`src/rtl/data_bus_arbiter.sv`:
```
// Two-master arbiter for a shared data memory port.
// Round-robin or fixed-priority grant, bounded bursts, lock for atomic RMW.
module data_bus_arbiter #(
    parameter int ADDR_WIDTH = 32,
    parameter int MAX_BURST  = 4,
    parameter int FIXED_PRIO = 0
) (
    input  logic                  i_clock,
    input  logic                  i_reset,
    input  logic                  i_m0_req,
    input  logic                  i_m0_lock,
    input  logic                  i_m0_we,
    input  logic [1:0]            i_m0_access,
    input  logic [ADDR_WIDTH-1:0] i_m0_addr,
    input  logic [31:0]           i_m0_wdata,
    output logic                  o_m0_ack,
    output logic [31:0]           o_m0_rdata,
    input  logic                  i_m1_req,
    input  logic                  i_m1_lock,
    input  logic                  i_m1_we,
    input  logic [1:0]            i_m1_access,
    input  logic [ADDR_WIDTH-1:0] i_m1_addr,
    input  logic [31:0]           i_m1_wdata,
    output logic                  o_m1_ack,
    output logic [31:0]           o_m1_rdata,
    output logic [ADDR_WIDTH-1:0] o_s_addr,
    output logic                  o_s_we,
    output logic [1:0]            o_s_access,
    output logic [31:0]           o_s_wdata,
    input  logic [31:0]           i_s_rdata
);

    localparam int CW = $clog2(MAX_BURST + 1);

    typedef enum logic [1:0] {
        IDLE,
        OWN0,
        OWN1
    } state_e;

    state_e          state_q, state_d;
    logic            last_q, last_d;
    logic [CW-1:0]   cnt_q, cnt_d;
    logic [CW-1:0]   cnt_inc;
    logic            cnt_room;

    // Compare in 32 bits so cnt+1 cannot wrap in a narrow counter
    assign cnt_room = (32'(cnt_q) + 32'd1) < 32'(MAX_BURST);
    assign cnt_inc  = (cnt_q == CW'(MAX_BURST)) ? cnt_q : cnt_q + CW'(1);

    always_ff @(posedge i_clock or posedge i_reset) begin
        if (i_reset) begin
            state_q <= IDLE;
            last_q  <= 1'b1;
            cnt_q   <= '0;
        end else begin
            state_q <= state_d;
            last_q  <= last_d;
            cnt_q   <= cnt_d;
        end
    end

    always_comb begin
        state_d    = state_q;
        last_d     = last_q;
        cnt_d      = cnt_q;
        o_s_addr   = '0;
        o_s_we     = 1'b0;
        o_s_access = 2'b00;
        o_s_wdata  = 32'h0;
        o_m0_ack   = 1'b0;
        o_m1_ack   = 1'b0;
        o_m0_rdata = 32'h0;
        o_m1_rdata = 32'h0;
        unique case (state_q)
            IDLE: begin
                cnt_d = '0;
                if (i_m0_req && i_m1_req) begin
                    state_d = ((FIXED_PRIO != 0) || last_q) ? OWN0 : OWN1;
                end else if (i_m0_req) begin
                    state_d = OWN0;
                end else if (i_m1_req) begin
                    state_d = OWN1;
                end
            end
            OWN0: begin
                o_s_addr   = i_m0_addr;
                o_s_we     = i_m0_we & i_m0_req;
                o_s_access = i_m0_access;
                o_s_wdata  = i_m0_wdata;
                o_m0_ack   = i_m0_req;
                o_m0_rdata = i_s_rdata;
                if (i_m0_req) begin
                    cnt_d  = cnt_inc;
                    last_d = 1'b0;
                end
                if (i_m0_req && i_m0_lock) begin
                    state_d = OWN0;
                end else if (i_m0_req && (!i_m1_req || cnt_room)) begin
                    state_d = OWN0;
                end else if (i_m1_req) begin
                    state_d = OWN1;
                    cnt_d   = '0;
                end else begin
                    state_d = IDLE;
                end
            end
            OWN1: begin
                o_s_addr   = i_m1_addr;
                o_s_we     = i_m1_we & i_m1_req;
                o_s_access = i_m1_access;
                o_s_wdata  = i_m1_wdata;
                o_m1_ack   = i_m1_req;
                o_m1_rdata = i_s_rdata;
                if (i_m1_req) begin
                    cnt_d  = cnt_inc;
                    last_d = 1'b1;
                end
                if (i_m1_req && i_m1_lock) begin
                    state_d = OWN1;
                end else if (i_m1_req && (!i_m0_req || cnt_room)) begin
                    state_d = OWN1;
                end else if (i_m0_req) begin
                    state_d = OWN0;
                    cnt_d   = '0;
                end else begin
                    state_d = IDLE;
                end
            end
            default: begin
                state_d = IDLE;
            end
        endcase
    end

endmodule
```
`config.mk`:
```
export PLATFORM = sky130hd
export DESIGN_NAME = data_bus_arbiter
export DESIGN_NICKNAME = d
export VERILOG_FILES = /design/src/rtl/data_bus_arbiter.sv
export SDC_FILE = /design/constraint.sdc
export NUM_CORES = 1
export LEC_CHECK = 0
export ABC_CLOCK_PERIOD_IN_PS = 1900
export BUFFER_PORTS_ARGS = -buffer_cell sky130_fd_sc_hd__buf_2
export CAP_MARGIN = 20
export CELL_PAD_IN_SITES_DETAIL_PLACEMENT = 0
export CELL_PAD_IN_SITES_GLOBAL_PLACEMENT = 2
export CORE_ASPECT_RATIO = 0.7
export CORE_MARGIN = 4
export CORE_UTILIZATION = 12
export DETAILED_ROUTE_END_ITERATION = 6
export PLACE_DENSITY = 0.83
export RECOVER_POWER = 100
export SETUP_SLACK_MARGIN = 0.15
export SYNTH_ARGS = -nofsm -noshare
export SYNTH_HDL_FRONTEND = slang
export SYNTH_SLANG_ARGS = --single-unit
```
`constraint.sdc`:
```
create_clock -name i_clock -period 1.9 [get_ports i_clock]
set_input_delay 0.095 -clock i_clock [delete_from_list [all_inputs] [get_ports i_clock]]
set_output_delay 0.095 -clock i_clock [all_outputs]
set_load 0.1 [all_outputs]
```
==> insert_results.sql <==
INSERT INTO impl_metrics (metric_group, metric, value, unit) VALUES
('critical_path', 'critical_path_peak_fanout', '11', ''),
('placement', 'dp.final_hpwl', '10.9', 'mm'),
('synthesis', 'yosys-mux-area-fraction', '0', '%'),
('timing', 'post-route-worst-setup-slack', '82.2', 'ps'),
('synthesis', 'post_synth_inst_count', '296', ''),
('timing', 'report.final.slew_viol_count', '0', ''),
('timing', 'worst_clock_skew', '2.14', 'ps'),
('critical_path', 'startpoint_of_the_worst_slack_reg_to_reg_timing_path', 'cnt_q[0]$_DFFE_PP0P_', ''),
('global_routing', 'gr-usage-all-layers', '14.2', '%'),
('clocking', 'cts_max_level', '1', ''),
('synthesis', 'post_synth_most_frequent_cells', 'sky130_fd_sc_hd__a22oi_1 (69), sky130_fd_sc_hd__nor2b_1 (69), sky130_fd_sc_hd__and2_1 (67)', ''),
('synthesis', 'synth_area_per_inst', '6.85', 'µm²'),
('floorplan', 'core', '16400', 'µm²'),
('critical_path', 'worstPathCellList', 'inv_2 > ha_4 > bufbuf_16 > a22oi_2 > nor2b_4 > buf_8', ''),
('finish', 'area_growth_syn_to_layout', '215', '%'),
('synthesis', 'synth-seq-cells', '6', ''),
('detailed_routing', 'postRouteAntennaNets', '0', ''),
('global_routing', 'grt_pass1_vias', '3596', ''),
('critical_path', 'criticalPathCategory', 'register to output port', ''),
('synthesis', 'synth_sequential_area_ratio', '7.46', '%'),
('clocking', 'cts.sink_count', '6', ''),
('synthesis', 'synth_enable_flop_cells', '0', ''),
('clocking', 'cts_tree', 'done', ''),
('clocking', 'tritoncts.num_buffers', '3', ''),
('timing', 'hold-worst-slack', '337', 'ps'),
('finish', 'multi_input_area', '2670', 'µm²'),
('critical_path', 'cp.arrival', '1720', 'ps'),
('synthesis', 'synth_top_area_share', '25.5', '%'),
('global_routing', 'grt_max_degree', '31', ''),
('detailed_routing', 'totalWireLength', '15.6', 'mm'),
('synthesis', 'synth.distinct_cells', '29', ''),
('finish', 'num-nets-final', '798', ''),
('synthesis', 'post_synth_xor_area_fraction', '0.432', '%'),
('timing', 'min_period_over_period', '95.7', '%'),
('detailed_routing', 'post_drt_via_cell_ratio', '4.23', ''),
('critical_path', 'crit_path_end_kind', 'output port', ''),
('floorplan', 'std_cell_rows', '39', ''),
('critical_path', 'startpoint_type', 'register', ''),
('synthesis', 'synthAdderAreaFrac', '4.32', '%'),
('synthesis', 'synth_compound_gate_area_share', '36.2', '%'),
('timing', 'fmaxAchievable', '550', 'MHz'),
('critical_path', 'worst-r2r-cell-count', '6', ''),
('finish', 'area.sequential', '153', 'µm²'),
('placement', 'detailedPlace.worstSlack', '173', 'ps'),
('detailed_routing', 'routed-via-count', '3562', ''),
('detailed_routing', 'drt-wirelength-per-cell', '18.5', 'µm'),
('finish', 'drive_gt1_share', '89.8', '%'),
('critical_path', 'timing.critical_path.slowest_cell_delay', '390', 'ps'),
('finish', 'finish.utilization', '38.8', '%'),
('synthesis', 'yosys.area_share.simple', '43.9', '%'),
('min_path', 'hold_path.class', 'input port to async pin', ''),
('synthesis', 'synthesis.yosys.warnings', '0', ''),
('floorplan', 'die_area', '19100', 'µm²'),
('timing', 'tightest_slew_margin_relative_to_the_limit', '79.7', '%'),
('flow_run', 'timing.max_cap.violations', '0', ''),
('global_routing', 'grt_remaining_overflow', '0', ''),
('critical_path', 'worst_setup_path_endpoint', 'o_s_wdata[10]', ''),
('detailed_routing', 'drtPass1Iterations', '5', ''),
('timing', 'rsz0062_at_grt', 'yes', ''),
('timing', 'finalCriticalPeriod', '1820', 'ps'),
('finish', 'num_antenna_cells', '0', ''),
('timing', 'tns', '0', 'ps'),
('critical_path', 'worst_r2r_end', 'state_q[1]$_DFFE_PP0P_', ''),
('synthesis', 'netlist_area_before_placement', '2030', 'µm²'),
('placement', 'port-buffer-count', '304', ''),
('synthesis', 'synth-main-ff-cell', 'sky130_fd_sc_hd__dfrtp_1', ''),
('run_status', 'status', 'completed', ''),
('clocking', 'path_clk_slew', '30', 'ps'),
('floorplan', 'initial_cell_density_of_the_core', '12.3', '%'),
('floorplan', 'fp.dieW', '163', 'µm'),
('timing', 'worstMarginPinSlew', '305', 'ps');
## layer usage
| metal | GRT usage [%] | vias to the layer above | share of wire, % |
|---|---|---|---|
| met3 | 2.77 | 6 | 7.3 |
| met1 | 18.3 | 1679 | 41 |
| li1 | - | 1704 | - |
| met4 | 1.17 | 0 | 0.54 |
| met2 | 25.9 | 173 | 51 |
| met5 | 0 | - | 0 |
## worst max-delay path, delay by kind of cell, from the launching register on
kind	cells	cell delay [ps]
AO/OA/AOI/OAI	1	100
adder cells (fa/ha/maj)	1	230
buffers and inverters	3	630
flip-flops	1	390
AND/OR/NAND/NOR	1	130
## cells by family after synthesis
logic type                 count (synthesis)
xor gates and xnor gates                   1
buffers and inverters                     40
DFF                                        6
AOI/OAI and AO/OA                         98
adders and majority gates                  7
and+or+nand+nor                          144
## through the flow
stage | area (µm²) | std cells
after floorplan | 2630 | 296
after global placement | 6480 | 809
after detailed placement | 6480 | 809
after CTS | 7340 | 837
after global routing | 6390 | 843
final | 6390 | 843
## repair_timing
action | in CTS | in global routing
setup endpoints to repair | 98 | 102
setup buffers | 13 | 4
pin swaps | 28 | 9
gates resized for setup | 76 | 36
hold endpoints to repair | 5 | 0
hold buffers | 1 | 0
gates cloned | 10 | 2
## how the worst min path moves through the flow
stage	start	endpoint	slack, ps	depth (start not counted)
floorplan	i_reset	cnt_q[0]$_DFFE_PP0P_	-110	1
global placement	i_reset	state_q[0]$_DFFE_PP0P_	40	2
detailed placement	i_reset	cnt_q[1]$_DFFE_PP0P_	20	2
CTS	i_reset	cnt_q[1]$_DFFE_PP0P_	340	3
global route	i_reset	cnt_q[1]$_DFFE_PP0P_	380	3
finish	i_reset	cnt_q[1]$_DFFE_PP0P_	340	3
## placed cells by master, fill, tap and decap left out, types with 5 or more instances in the layout
cell type                   synthesis  layout
sky130_fd_sc_hd__and2_2             0      42
sky130_fd_sc_hd__buf_12             0      27
sky130_fd_sc_hd__and2_4             0      21
sky130_fd_sc_hd__a22oi_2            0      65
sky130_fd_sc_hd__nor2b_4            0      64
sky130_fd_sc_hd__buf_6              0      85
sky130_fd_sc_hd__clkbuf_16          0       5
sky130_fd_sc_hd__buf_16             0       9
sky130_fd_sc_hd__a21oi_1            5       5
sky130_fd_sc_hd__buf_2              4     171
sky130_fd_sc_hd__inv_1              9       7
sky130_fd_sc_hd__buf_8              0      11
sky130_fd_sc_hd__buf_4              0      42
## final cells by class
type | instances | share of cell area [%]
inverters | 9 | 0.568
clock buffers | 4 | 1.23
flip-flops and latches | 6 | 2.39
repair buffers | 349 | 49.7
multi-input cells | 250 | 41.7
well taps | 225 | 4.41
## registers in the layout (all words and copies together), names as in the netlist
| signal | cells |
|---|---|
| state_q | 2 |
| last_q | 1 |
| cnt_q | 3 |
Power is not shown: default switching activity piles up to over one toggle a cycle in this logic, so the estimate is an artifact.
